[src/rtl/fifo_write_arbiter_pkg.sv]
// Shared defaults, state encoding and stats width for the FIFO write arbiter.
package fifo_write_arbiter_pkg;

  localparam int unsigned NUM_REQ_DEF    = 4;
  localparam int unsigned DATA_WIDTH_DEF = 8;
  localparam int unsigned BURST_LEN_DEF  = 4;
  localparam int unsigned WR_COUNT_W     = 16;

  typedef enum logic {
    ARB_IDLE  = 1'b0,
    ARB_BURST = 1'b1
  } arb_state_e;

endpackage

[src/rtl/rr_priority_pick.sv]
// Combinational round-robin pick: first set request scanning up from rr_ptr, modulo NUM_REQ.
module rr_priority_pick #(
  parameter int unsigned NUM_REQ = 4,
  parameter int unsigned PTR_W   = $clog2(NUM_REQ)
) (
  input  logic [NUM_REQ-1:0] req,
  input  logic [PTR_W-1:0]   rr_ptr,
  output logic [NUM_REQ-1:0] winner,
  output logic               valid
);

  logic [PTR_W:0]   sum;
  logic [PTR_W-1:0] idx;

  always_comb begin
    winner = '0;
    valid  = 1'b0;
    sum    = '0;
    idx    = '0;
    for (int unsigned k = 0; k < NUM_REQ; k++) begin
      // One spare bit so the wrap works for non-power-of-two NUM_REQ.
      sum = {1'b0, rr_ptr} + (PTR_W+1)'(k);
      if (sum >= (PTR_W+1)'(NUM_REQ)) begin
        sum = sum - (PTR_W+1)'(NUM_REQ);
      end
      idx = sum[PTR_W-1:0];
      if (!valid && req[idx]) begin
        winner[idx] = 1'b1;
        valid       = 1'b1;
      end
    end
  end

endmodule

[src/rtl/fifo_write_arbiter.sv]
// Round-robin burst arbiter in front of a synchronous FIFO write port.
// Optional FIFO_ARB_STATS_EN adds a wrapping 16-bit WR_COUNT of FIFO writes.
module fifo_write_arbiter
  import fifo_write_arbiter_pkg::*;
#(
  parameter int unsigned NUM_REQ    = NUM_REQ_DEF,
  parameter int unsigned DATA_WIDTH = DATA_WIDTH_DEF,
  parameter int unsigned BURST_LEN  = BURST_LEN_DEF
) (
  input  logic                          FCLK,
  input  logic                          FRST,
  input  logic [NUM_REQ-1:0]            REQ,
  input  logic [NUM_REQ*DATA_WIDTH-1:0] REQ_DATA,
  output logic [NUM_REQ-1:0]            ACK,
  output logic [NUM_REQ-1:0]            GRANT,
  input  logic                          FIFO_FULL,
  output logic                          FIFO_WR_EN,
`ifdef FIFO_ARB_STATS_EN
  output logic [WR_COUNT_W-1:0]         WR_COUNT,
`endif
  output logic [DATA_WIDTH-1:0]         FIFO_DATA
);

  localparam int unsigned PTR_W = $clog2(NUM_REQ);
  localparam int unsigned CNT_W = $clog2(BURST_LEN) + 1;

  arb_state_e         state_q, state_d;
  logic [PTR_W-1:0]   rr_ptr_q, rr_ptr_d;
  logic [NUM_REQ-1:0] grant_q, grant_d;
  logic [CNT_W-1:0]   beat_cnt_q, beat_cnt_d;

  logic [NUM_REQ-1:0] pick_winner;
  logic               pick_valid;
  logic [PTR_W-1:0]   owner;
  logic               owner_req;

  rr_priority_pick #(
    .NUM_REQ (NUM_REQ),
    .PTR_W   (PTR_W)
  ) u_pick (
    .req    (REQ),
    .rr_ptr (rr_ptr_q),
    .winner (pick_winner),
    .valid  (pick_valid)
  );

  // A beat asserted during reset must not reach the FIFO.
  always_comb begin
    ACK       = '0;
    FIFO_DATA = '0;
    owner     = '0;
    owner_req = 1'b0;
    for (int i = 0; i < NUM_REQ; i++) begin
      if (grant_q[i]) begin
        owner     = PTR_W'(i);
        owner_req = REQ[i];
      end
    end
    if (state_q == ARB_BURST && !FRST && !FIFO_FULL) begin
      ACK = grant_q & REQ;
    end
    for (int i = 0; i < NUM_REQ; i++) begin
      if (ACK[i]) begin
        FIFO_DATA = REQ_DATA[i*DATA_WIDTH +: DATA_WIDTH];
      end
    end
    FIFO_WR_EN = |ACK;
  end

  always_comb begin
    state_d    = state_q;
    rr_ptr_d   = rr_ptr_q;
    grant_d    = grant_q;
    beat_cnt_d = beat_cnt_q;
    case (state_q)
      ARB_IDLE: begin
        if (pick_valid) begin
          grant_d    = pick_winner;
          beat_cnt_d = '0;
          state_d    = ARB_BURST;
        end
      end
      ARB_BURST: begin
        if (!owner_req || (FIFO_WR_EN && beat_cnt_q == CNT_W'(BURST_LEN - 1))) begin
          state_d    = ARB_IDLE;
          grant_d    = '0;
          beat_cnt_d = '0;
          rr_ptr_d   = (owner == PTR_W'(NUM_REQ - 1)) ? '0 : owner + 1'b1;
        end else if (FIFO_WR_EN) begin
          beat_cnt_d = beat_cnt_q + 1'b1;
        end
      end
      default: state_d = ARB_IDLE;
    endcase
  end

  always_ff @(posedge FCLK) begin
    if (FRST) begin
      state_q    <= ARB_IDLE;
      rr_ptr_q   <= '0;
      grant_q    <= '0;
      beat_cnt_q <= '0;
    end else begin
      state_q    <= state_d;
      rr_ptr_q   <= rr_ptr_d;
      grant_q    <= grant_d;
      beat_cnt_q <= beat_cnt_d;
    end
  end

  assign GRANT = grant_q;

`ifdef FIFO_ARB_STATS_EN
  logic [WR_COUNT_W-1:0] wr_count_q;

  always_ff @(posedge FCLK) begin
    if (FRST) begin
      wr_count_q <= '0;
    end else if (FIFO_WR_EN) begin
      wr_count_q <= wr_count_q + 1'b1;
    end
  end

  assign WR_COUNT = wr_count_q;
`endif

endmodule

[config.mk]
export PLATFORM = sky130hd
export DESIGN_NAME = fifo_write_arbiter
export DESIGN_NICKNAME = d
export VERILOG_FILES = /design/src/rtl/fifo_write_arbiter_pkg.sv /design/src/rtl/rr_priority_pick.sv /design/src/rtl/fifo_write_arbiter.sv
export SDC_FILE = /design/constraint.sdc
export NUM_CORES = 1
export LEC_CHECK = 0
export ABC_AREA = 1
export ABC_CLOCK_PERIOD_IN_PS = 2400
export BUFFER_PORTS_ARGS = -buffer_cell sky130_fd_sc_hd__buf_2
export CELL_PAD_IN_SITES_DETAIL_PLACEMENT = 1
export CELL_PAD_IN_SITES_GLOBAL_PLACEMENT = 2
export CORE_ASPECT_RATIO = 0.6
export CORE_UTILIZATION = 23
export DETAILED_ROUTE_END_ITERATION = 8
export GPL_ROUTABILITY_DRIVEN = 1
export PLACE_DENSITY_LB_ADDON = 0.1
export SETUP_SLACK_MARGIN = 0.02
export SYNTH_ARGS = -nofsm -noshare
export SYNTH_HDL_FRONTEND = slang
export SYNTH_SLANG_ARGS = --single-unit
[constraint.sdc]
create_clock -name FCLK -period 2.4 [get_ports FCLK]
set_clock_uncertainty 0.05 [all_clocks]
set_input_delay 0.6 -clock FCLK [delete_from_list [all_inputs] [get_ports FCLK]]
set_output_delay 0.6 -clock FCLK [all_outputs]
set_load 0.1 [all_outputs]
* Yosys cells after proc, flatten, opt, wreduce, memory -nomap -nowiden
Cells that the tools add are included.
Storage, ports and cells: flip-flop bits (word level) 10, logic and storage cells 107, bits of input ports 39
Cells by class: reductions and logical operators 21, add/sub/neg operators 9, eq/ne operators 5, bitwise gates (word level) 5, $lt $le $gt $ge 12, mux-type cells 51
Operator list (number):
- $mux 8 | 4
- $mux 4 | 7
- $mux 1 | 19
- $mux 2 | 7
- $lt 2x3->1 const B | 4
- $or 4x4->4 | 3
- $logic_and 1x1->1 | 10
- $ge 3x3->1 const B | 3
- $mux 3 | 3
- $bmux 1 s2 | 4
- $demux 1 s2 | 4
- $ge 2x1->1 const B | 4
- $pmux 4 s2 | 1
- $sub 2x1->2 const B | 4
- $add 2x2->3 const B | 2
- $logic_not 1->1 | 6
- $pmux 3 s2 | 1
- $reduce_and 2->1 | 3
- $and 4x4->4 | 1
- $reduce_or 4->1 | 1
- $add 2x1->3 const B | 1
- $add 3x1->3 const B | 1
- $eq 3x2->1 const B | 1
- $ge 2x3->1 const B | 1
- 8 further kinds | 8

* Depth between registers and ports, before layout
Gate-level depths: netlist of run 1.
depth after elaboration 16, gate-level depth with buffers 12, depth with buffers taken out 12

* Hierarchy
A second synthesis of run 1 with hierarchy kept.
Unflattened totals: cells, all modules 224, area total of the unflattened synthesis 1351.3 um^2
Modules (own cells, without submodules):
- fifo_write_arbiter | cells each 148, area each 927.1 um^2, instances 1, seq. area each 200.2 um^2
- rr_priority_pick | cells each 76, area each 424.2 um^2, instances 1, seq. area each 0.0 um^2

* Worst setup path after synthesis of run 1
No wires, ideal clock.
path kind register -> output, start point register grant_q[3] (netlist: GRANT[3]), end point output port FIFO_DATA[4], stages on the path, launching flop included 5, data required time 1.750 ns, path slack -2.524 ns, arrival 4.274 ns, path through dfxtp_1 nand2_1 nor2_4 nor3_1 a211oi_1
On the way: cells in the longest elaborated chain, start to end 3
Ends and longest elaborated chain:
- from (decl) | RTL line fifo_write_arbiter.sv:29 | logic [NUM_REQ-1:0] grant_q, grant_d;
- from (signal assigned) | RTL line fifo_write_arbiter.sv:106 | grant_q <= grant_d;
- $and 4x4->4 | RTL line fifo_write_arbiter.sv:60 | ACK = grant_q & REQ;
- $mux 4 | RTL line fifo_write_arbiter.sv:59 | if (state_q == ARB_BURST && !FRST && !FIFO_FULL) begin
- named net ACK[3] | RTL line fifo_write_arbiter.sv:14 | output logic [NUM_REQ-1:0] ACK,
- $mux 8 | RTL line fifo_write_arbiter.sv:63 | if (ACK[i]) begin
- to (decl) | RTL line fifo_write_arbiter.sv:21 | output logic [DATA_WIDTH-1:0] FIFO_DATA
The timed path passes the listed nets, and every way through them passes these cells.

* Final worst setup path of run 1
start point input port FIFO_FULL, end point output port FIFO_DATA[5]
On the way: cells in the longest elaborated chain, start to end 7
Ends and longest elaborated chain:
- from (decl) | RTL line fifo_write_arbiter.sv:16 | input logic FIFO_FULL,
- $logic_not 1->1 * | RTL line fifo_write_arbiter.sv:59
- $logic_and 1x1->1 * | RTL line fifo_write_arbiter.sv:59
- $mux 4 * | RTL line fifo_write_arbiter.sv:59
- $mux 8 (3 in series) | RTL line fifo_write_arbiter.sv:63
- $mux 8 * | RTL line fifo_write_arbiter.sv:63
Mark *: on every way between the ends. The rest lies on a longest branch, timed or not.

==> impl_metrics.env, run 1 <==
export IMPL_max_cap_viol_count=0
export IMPL_endpoint="FIFO_DATA[5]"
export IMPL_sw_frac_of_total_pct=60.2
export IMPL_ys_top_cells_by_count="nand2_1, nand3_1, inv_1"
export IMPL_clkTransAtPathRegs_ns=0.05
export IMPL_grt_max_degree=13
export IMPL_synthFlopType="dfxtp_1"
export IMPL_period_minus_slack_ns=2.54
export IMPL_cts_sinks=10
export IMPL_reg2reg_depth=11
export IMPL_die_width_um=98.7
export IMPL_pwr_density_cell_nw_per_um2=1000
export IMPL_min_path_cells=2
export IMPL_clkPwrFrac_pct=9.6
export IMPL_r2r_end="GRANT[3]"
export IMPL_routed_wl_um=5090
export IMPL_leakage_nw=1.14
export IMPL_placed_area_um2=2090
export IMPL_ios=56
export IMPL_via_count=1691
export IMPL_overflow=0
export IMPL_finalSetupViolations=8
export IMPL_dp_hpwl_um=4360
export IMPL_yosysTopAreaCell="nand2_1"
export IMPL_setup_ws_ns=-0.143
export IMPL_vdd_drop_max_uv=927
export IMPL_holdCritPathClass="reg2reg"
export IMPL_finalHoldViolCount=0
export IMPL_synth_cells=216
export IMPL_tightest_slew_ns=0.490
export IMPL_ys_seq_elements=10
export IMPL_rrSetupSlack_ns=0.48
export IMPL_first_global_vias=1573
export IMPL_netlist_cell_type_count=22
export IMPL_finish_instance_area_um2=2230
export IMPL_worstReg2RegStart="rr_ptr_q[0]"
export IMPL_io_buffers=55
export IMPL_crit_type="in2out"
export IMPL_fmax_mhz=393
export IMPL_start_kind="primary input"
export IMPL_first_iter_violations=67
export IMPL_cts_buffer_depth=2
export IMPL_crit_required_ns=1.75
export IMPL_core_rowCount=20
export IMPL_drc_errors=0
export IMPL_outcome="finished, violations left"
export IMPL_grt_pass1_wl_um=7960
export IMPL_synth_nets=264
export IMPL_switchingPower_mw=1.35
export IMPL_gp_congestion=0.726
export IMPL_grtUsageTotal_pct=17.4
export IMPL_synth_most_common_cell="nand2_1"
export IMPL_cts_root_buffer="clkbuf_8"
export IMPL_numCtsBuffers=3
export IMPL_fp_dieH_um=60.0
export IMPL_start_util_pct=24.7
export IMPL_nNetsFinal=350
export IMPL_clk_latency_ns=0.24
export IMPL_firstDrtPassIters=4
export IMPL_ant_nets=0
export IMPL_cp_data_arrival_time_ns=1.89
export IMPL_crit_start="FIFO_FULL"
export IMPL_hold_buffers=0
export IMPL_slew_headroom_pct=67.5
export IMPL_yosysSeqAreaShare_pct=15.5
export IMPL_cts_max_level=1
export IMPL_drive_gt1_share_pct=43.5
export IMPL_diodes=0
export IMPL_cts_tree="done"
export IMPL_dieArea_um2=5930
export IMPL_maxSlewViolCount=0
export IMPL_wl_per_cell_um=13.9
export IMPL_violations="setup timing"
export IMPL_synthTopCellsByArea="nand2_1, nand3_1, dfxtp_1, ha_1, inv_1"
export IMPL_postSynth_asyncResetShare_pct=0
export IMPL_postSynthAreaPerCell_um2=5.98
export IMPL_antenna_found_initial=0
export IMPL_syn_area_um2=1290
export IMPL_internal_power_mw=0.892
export IMPL_tns_ns=-1.04
export IMPL_core_area_um2=5230
export IMPL_p_comb_share_pct=76.6
export IMPL_seq_power_share_pct=13.8
export IMPL_area_delta_synth_final_pct=73.1
export IMPL_post_route_period_util_pct=106
export IMPL_synth_edf_count=0
export IMPL_via_per_inst=4.61
export IMPL_cp_max_fo=6
export IMPL_final_cells=367
export IMPL_synth_top_cell_area_share_pct=18.6
export IMPL_rsz0062_at_grt="yes"
export IMPL_yosysWarnings=0
export IMPL_endpoint_kind="output pin"
export IMPL_dp_cells=360
## critical path, cell delays in order
cell,delay (ns)
buf_6,0.09
nor3_4,0.21
inv_4,0.11
nor2_4,0.20
buf_12,0.14
nand3_2,0.06
nand3_2,0.06
o211ai_1,0.14
nand2_4,0.10
buf_12,0.17
## kinds of logic after synthesis
logic type / after synthesis / share of synthesized area, %
AND/OR/NAND/NOR: 142 / 55.0
buffers and inverters: 29 / 9.11
AO/OA/AOI/OAI: 26 / 11.6
flip-flops: 10 / 15.5
adder cells (fa/ha/maj): 9 / 8.72
## state kept, by name, summed over array words and instances (netlist names)
register,count
GRANT,4
beat_cnt_q,3
rr_ptr_q,2
state_q,1
## layout by cell type, fill, tap and decap left out
cell and n:
a211oi_2 1, a211oi_4 1, a21oi_1 13, buf_12 14
buf_2 41, buf_4 26, buf_6 2, clkbuf_8 4
dfxtp_1 5, dfxtp_2 4, dfxtp_4 1, ha_1 9
inv_1 22, inv_2 4, inv_4 1, nand2_1 58
nand2_2 10, nand2_4 5, nand3_1 34, nand3_2 6
nand3_4 4, nand4_2 1, nor2_1 16, nor2_4 4
nor2_8 1, nor3_1 2, nor3_4 1, o211ai_1 6
o21ai_0 2, o21ai_1 3
## through the flow
step | utilization [%] | power (mW) | hold slack [ns] | setup slack [ns]
finish | 42.7 | 2.24 | 0.438 | -0.143
global route | 42.7 | 2.44 | 0.467 | -0.180
CTS | 41.3 | 2.22 | 0.442 | -0.164
detailed placement | 39.9 | 1.99 | 0.434 | -0.220
global placement | 39.9 | 1.99 | 0.428 | -0.188
floorplan | - | 1.49 | 0.409 | -1.59
## what timing repair did
item,4_1_cts,5_1_grt
setup buffers,0,3
endpoints found under the setup margin,8,8
gates resized for setup,4,10
pin swaps,7,10
endpoints found under the hold margin,0,0
## layout make-up
type,count,area (um^2)
inverter,27,104
timing repair buffer,83,703
sequential,10,209
tap,66,82.6
multi-input combinational,177,1080
clock buffer,4,55.1
fill,678,3000
## layer usage
metal	up-vias	track usage [%]	share of wire (%)
met2	42	22.7	36
met4	0	1.92	0.26
met1	760	29.0	59
met3	2	2.81	4.6
li1	887	-	-
met5	-	0	0
## power groups by stage
stage,Sequential [mW],Combinational (mW),Clock (mW)
2_1_floorplan,0.551,0.943,0
3_3_place_gp,0.308,1.68,0
3_5_place_dp,0.308,1.69,0
4_1_cts,0.307,1.70,0.222
5_1_grt,0.313,1.89,0.233
6_report,0.309,1.72,0.215
## how the worst min path moves through the flow
stage,to,startpoint
after CTS,beat_cnt_q[2],beat_cnt_q[2]
after global routing,beat_cnt_q[1],beat_cnt_q[1]
final,beat_cnt_q[2],beat_cnt_q[2]
after detailed placement,beat_cnt_q[2],beat_cnt_q[2]
after global placement,beat_cnt_q[2],beat_cnt_q[2]
after floorplan,beat_cnt_q[2],beat_cnt_q[2]
Power figures use the tool's default switching activity.
==> run 2: changes to the inputs <==
--- a/config.mk
+++ b/config.mk
@@ -16,4 +16,5 @@
 export GPL_ROUTABILITY_DRIVEN = 1
 export PLACE_DENSITY_LB_ADDON = 0.1
+export REMOVE_ABC_BUFFERS = 1
 export SETUP_SLACK_MARGIN = 0.02
 export SYNTH_ARGS = -nofsm -noshare
--- a/constraint.sdc
+++ b/constraint.sdc
@@ -3,3 +3,3 @@
 set_input_delay 0.6 -clock FCLK [delete_from_list [all_inputs] [get_ports FCLK]]
 set_output_delay 0.6 -clock FCLK [all_outputs]
-set_load 0.1 [all_outputs]
+set_load 0.005 [all_outputs]
==> run 2 against run 1 <==
  * The run still ends with setup timing left
  * Non-clock buffer count down 9
  * Die area unchanged
  * Cell count down 2.2%
  * Global-route usage up 0.46 points
==> impl_metrics.env, run 2 (same netlist as run 1, synthesis figures left out) <==
export IMPL_outcome="finished, violations left"
export IMPL_violations="setup timing"
export IMPL_slowest_delay_ns=0.23
export IMPL_pwr_density_cell_nw_per_um2=977
export IMPL_final_common_cell="nand2_1"
export IMPL_path_cells="buf_6, nor3_4, inv_4, buf_6, nor2_4, buf_6, inv_2, nand3_1, o211ai_1, buf_2"
export IMPL_tightest_slew_ns=0.220
export IMPL_pre_cts_ws_ns=-0.0982
export IMPL_via_count=1666
export IMPL_setup_ws_ns=-0.0635
export IMPL_max_cap_viol_count=0
export IMPL_clk_latency_ns=0.24
export IMPL_mostFrequentLayoutCells="nand2_1, buf_2, nand3_1"
export IMPL_grtUsageTotal_pct=17.9
export IMPL_diodes=0
export IMPL_cts_tree="done"
export IMPL_hold_buffers=0
export IMPL_cts_root_buffer="clkbuf_8"
export IMPL_endpoint="FIFO_DATA[6]"
export IMPL_internal_power_mw=0.836
export IMPL_wl_per_cell_um=14.3
export IMPL_endpoint_kind="output pin"
export IMPL_worstReg2RegStart="rr_ptr_q[0]"
export IMPL_clkTransAtPathRegs_ns=0.05
export IMPL_period_minus_slack_ns=2.46
export IMPL_critPathMostFrequentCell="buf_6"
export IMPL_fp_dieH_um=60.0
export IMPL_final_cells=359
export IMPL_area_delta_synth_final_pct=48.4
export IMPL_grt_pass1_wl_um=8070
export IMPL_ant_nets=0
export IMPL_cp_slowest_cell="nor3_4"
export IMPL_cp_max_fo=8
export IMPL_maxSlewViolCount=0
export IMPL_first_global_vias=1512
export IMPL_ios=56
export IMPL_post_route_period_util_pct=103
export IMPL_finalSetupViolations=8
export IMPL_dp_cells=349
export IMPL_nNetsFinal=342
export IMPL_dieArea_um2=5930
export IMPL_cts_sinks=10
export IMPL_sw_frac_of_total_pct=55.3
export IMPL_antenna_found_initial=0
export IMPL_p_comb_share_pct=72.9
export IMPL_first_iter_violations=75
export IMPL_finalHoldViolCount=0
export IMPL_crit_buf_inv=6
export IMPL_fin_util_pct=36.7
export IMPL_die_width_um=98.7
export IMPL_routed_wl_um=5140
export IMPL_seq_power_share_pct=15.4
export IMPL_numCtsBuffers=3
export IMPL_rsz0062_at_grt="yes"
export IMPL_rrSetupSlack_ns=0.45
export IMPL_holdCritPathClass="reg2reg"
export IMPL_cts_max_level=1
export IMPL_io_buffers=55
export IMPL_start_kind="primary input"
export IMPL_switchingPower_mw=1.04
export IMPL_crit_type="in2out"
export IMPL_fmax_mhz=406
export IMPL_r2r_end="GRANT[3]"
export IMPL_grt_max_degree=10
export IMPL_crit_family="buffers and inverters"
export IMPL_via_per_inst=4.64
export IMPL_gp_congestion=0.752
export IMPL_clkPwrFrac_pct=11.7
export IMPL_dp_hpwl_um=4180
export IMPL_critical_path_depth=10
export IMPL_overflow=0
export IMPL_firstDrtPassIters=4
export IMPL_drc_errors=0
export IMPL_core_area_um2=5230
export IMPL_largest_reg_flops=4
export IMPL_cp_data_arrival_time_ns=1.81
export IMPL_fillers=707
export IMPL_reg2reg_depth=11
export IMPL_slew_headroom_pct=85.2
export IMPL_core_rowCount=20
export IMPL_start_util_pct=24.7
export IMPL_crit_start="FIFO_FULL"
export IMPL_tns_ns=-0.368
export IMPL_cts_buffer_depth=2
export IMPL_leakage_nw=1.05
export IMPL_drive_gt1_share_pct=37.2
export IMPL_hold_start="beat_cnt_q[2]"
export IMPL_crit_required_ns=1.75
export IMPL_vdd_drop_max_uv=381
## run 2: worst min path at each step
| stage | end | slack (ns) | depth (start not counted) |
|---|---|---|---|
| after floorplan | beat_cnt_q[2] | 0.41 | 2 |
| after global placement | beat_cnt_q[2] | 0.43 | 2 |
| after detailed placement | beat_cnt_q[2] | 0.43 | 2 |
| after CTS | beat_cnt_q[2] | 0.44 | 2 |
| after global routing | beat_cnt_q[2] | 0.45 | 2 |
| final | beat_cnt_q[2] | 0.44 | 2 |
## run 2: power groups by stage
stage / Clock, mW / Combinational (mW) / Sequential (mW)
2_1_floorplan: 0 / 0.844 / 0.316
3_3_place_gp: 0 / 1.32 / 0.294
3_5_place_dp: 0 / 1.32 / 0.290
4_1_cts: 0.225 / 1.35 / 0.288
5_1_grt: 0.235 / 1.54 / 0.298
6_report: 0.220 / 1.36 / 0.289
## run 2: tightest hold or removal path, stage by stage (launching register included)
cell     delay (ns)
dfxtp_1        0.31
nand3_1        0.07
a21oi_1        0.06
## run 2: area by class of cell
class                      instances  area, um^2  area share (%)
multi-input combinational        177         993            51.8
timing repair buffer              74         469            24.5
sequential                        10         201            10.5
inverter                          27         108            5.61
tap                               66        82.6            4.31
clock buffer                       4        55.1            2.87
timing repair inverter             1        7.51           0.392
## run 2: timing repair
item / in CTS / in global routing
gates resized for setup: 8 / 7
pin swaps: 4 / 6
cloned: 1 / 0
setup buffers: 4 / 2
endpoints found under the setup margin: 8 / 8
## run 2: metrics by stage
step	instance area [um^2]	hold WS (ns)	total power, mW
3_5_place_dp	1760	0.428	1.61
6_report	1920	0.438	1.87
5_1_grt	1920	0.454	2.08
3_3_place_gp	1760	0.427	1.62
4_1_cts	1880	0.438	1.86
2_1_floorplan	1270	0.406	1.16
## run 2: metal layers
metal	GRT usage (%)	wire length, um	up-vias	part of all wire (%)
li1	-	-	866	-
met1	30.4	3090	751	60
met2	21.5	1780	47	35
met3	2.81	250	2	4.9
met4	3.84	23	0	0.45
met5	0	0	-	0
==> run 3: changes to the inputs <==
SKIP_LAST_GASP = 1   (was default)
==> run 3 against run 2 <==
  * The flow still finishes with violations (setup timing)
  * Sequential power about the same
  * Core utilization unchanged
  * Largest power group unchanged
  * Combinational power about the same
==> impl_metrics.env, run 3 (same netlist as run 1, synthesis figures left out) <==
export IMPL_outcome="finished, violations left"
export IMPL_violations="setup timing"
export IMPL_antenna_found_initial=0
export IMPL_leakage_nw=1.05
export IMPL_placed_area_um2=1760
export IMPL_slowest_delay_ns=0.23
export IMPL_register_area_um2=201
export IMPL_tightest_slew_ns=0.220
export IMPL_cp_max_fo=8
export IMPL_io_buffers=55
export IMPL_setup_ws_ns=-0.0636
export IMPL_cp_slowest_cell="nor3_4"
export IMPL_use_met3_pct=2.81
export IMPL_dieArea_um2=5930
export IMPL_nNetsFinal=342
export IMPL_gp_congestion=0.752
export IMPL_max_cap_viol_count=0
export IMPL_cts_sinks=10
export IMPL_drive_gt1_share_pct=37.2
export IMPL_switchingPower_mw=1.04
export IMPL_critPathMostFrequentCell="buf_6"
export IMPL_routed_wl_um=5140
export IMPL_internal_power_mw=0.836
export IMPL_cts_buffer_depth=2
export IMPL_first_iter_violations=75
export IMPL_clk_latency_ns=0.24
export IMPL_pwr_density_cell_nw_per_um2=976
export IMPL_wl_per_cell_um=14.3
export IMPL_holdCritPathClass="reg2reg"
export IMPL_maxSlewViolCount=0
export IMPL_whs_ns=0.438
export IMPL_fp_dieH_um=60.0
export IMPL_busiest_layer="met1"
export IMPL_first_global_vias=1512
export IMPL_fin_util_pct=36.7
export IMPL_post_route_period_util_pct=103
export IMPL_finalSetupViolations=8
export IMPL_ios=56
export IMPL_final_common_cell="nand2_1"
export IMPL_area_delta_synth_final_pct=48.4
export IMPL_clkPwrFrac_pct=11.7
export IMPL_grt_max_degree=10
export IMPL_fmax_mhz=406
export IMPL_grtUsageTotal_pct=17.9
export IMPL_crit_required_ns=1.75
export IMPL_cts_tree="done"
export IMPL_finish_instance_area_um2=1920
export IMPL_grt_pass1_wl_um=8070
export IMPL_endpoint_kind="output pin"
export IMPL_drc_errors=0
export IMPL_rsz0062_at_grt="yes"
export IMPL_via_per_inst=4.65
export IMPL_overflow=0
export IMPL_fillers=707
export IMPL_ant_nets=0
export IMPL_dp_hpwl_um=4180
export IMPL_cp_data_arrival_time_ns=1.81
export IMPL_firstDrtPassIters=4
export IMPL_use_met2_pct=21.5
export IMPL_sw_frac_of_total_pct=55.3
export IMPL_core_rowCount=20
export IMPL_largest_reg_flops=4
export IMPL_pre_cts_ws_ns=-0.0982
export IMPL_path_cells="buf_6, nor3_4, inv_4, buf_6, nor2_4, buf_6, inv_2, nand3_1, o211ai_1, buf_2"
export IMPL_multi_input_area_um2=993
export IMPL_slew_headroom_pct=85.2
export IMPL_start_kind="primary input"
export IMPL_numCtsBuffers=3
export IMPL_via_count=1669
export IMPL_crit_type="in2out"
export IMPL_mostFrequentLayoutCells="nand2_1, buf_2, nand3_1"
export IMPL_finalHoldViolCount=0
export IMPL_finalPower_mw=1.87
export IMPL_clkTransAtPathRegs_ns=0.05
export IMPL_cts_max_level=1
export IMPL_crit_buf_inv=6
export IMPL_seq_power_share_pct=15.4
export IMPL_crit_family="buffers and inverters"
export IMPL_p_comb_share_pct=72.9
export IMPL_vdd_drop_max_uv=381
export IMPL_period_minus_slack_ns=2.46
export IMPL_start_util_pct=24.7
export IMPL_diodes=0
export IMPL_die_width_um=98.7
export IMPL_cts_root_buffer="clkbuf_8"
export IMPL_core_area_um2=5230
export IMPL_grt_util_met1_pct=30.4
## run 3: cell counts in the layout (fill, tap and decap cells not counted)
No cell type changed its count.
## run 3: path summary, 6_finish.rpt
path                 start             to  slack [ns]  depth (start not counted)
max              FIFO_FULL   FIFO_DATA[6]       -0.06                         10
min          beat_cnt_q[2]  beat_cnt_q[2]        0.44                          2
max reg2reg    rr_ptr_q[0]       GRANT[3]        0.45                         11
min reg2reg  beat_cnt_q[2]  beat_cnt_q[2]        0.44                          2
## run 3: power groups by stage
stage | clock network, mW | registers [mW] | logic (mW)
2_1_floorplan | 0 | 0.316 | 0.844
3_3_place_gp | 0 | 0.294 | 1.32
3_5_place_dp | 0 | 0.290 | 1.32
4_1_cts | 0.225 | 0.288 | 1.35
5_1_grt | 0.235 | 0.298 | 1.54
6_report | 0.220 | 0.288 | 1.36
## run 3: what timing repair did
item	4_1_cts	5_1_grt
gates resized for setup	7	7
buffers inserted	4	2
endpoints found under the hold margin	0	0
setup endpoints to repair	8	8
hold buffers	0	0
pin swaps	4	6
cloned	1	0
## run 3: layout make-up
cell class                      instances  area share [%]
Sequential cell                        10            10.5
Timing Repair Buffer                   74            24.5
Inverter                               27            5.61
Timing Repair inverter                  1           0.392
Clock buffer                            4            2.87
Tap cell                               66            4.31
Multi-Input combinational cell        177            51.8
## run 3: per-stage QoR
step                      std cells  TNS [ns]
after CTS                       358    -0.188
after floorplan                 214         0
final                           359    -0.369
after global placement          349    -0.432
after detailed placement        349    -0.587
after global routing            359     -1.34
## run 3: tightest hold or removal path, cell delays in order, from the launching register on
cell,delay (ns)
dfxtp_1,0.31
nand3_1,0.07
a21oi_1,0.06
## run 3: metal layers
layer	wire length (um)	part of all wire, %
met5	0	0
met4	23	0.45
met3	233	4.5
met2	1780	35
met1	3100	60
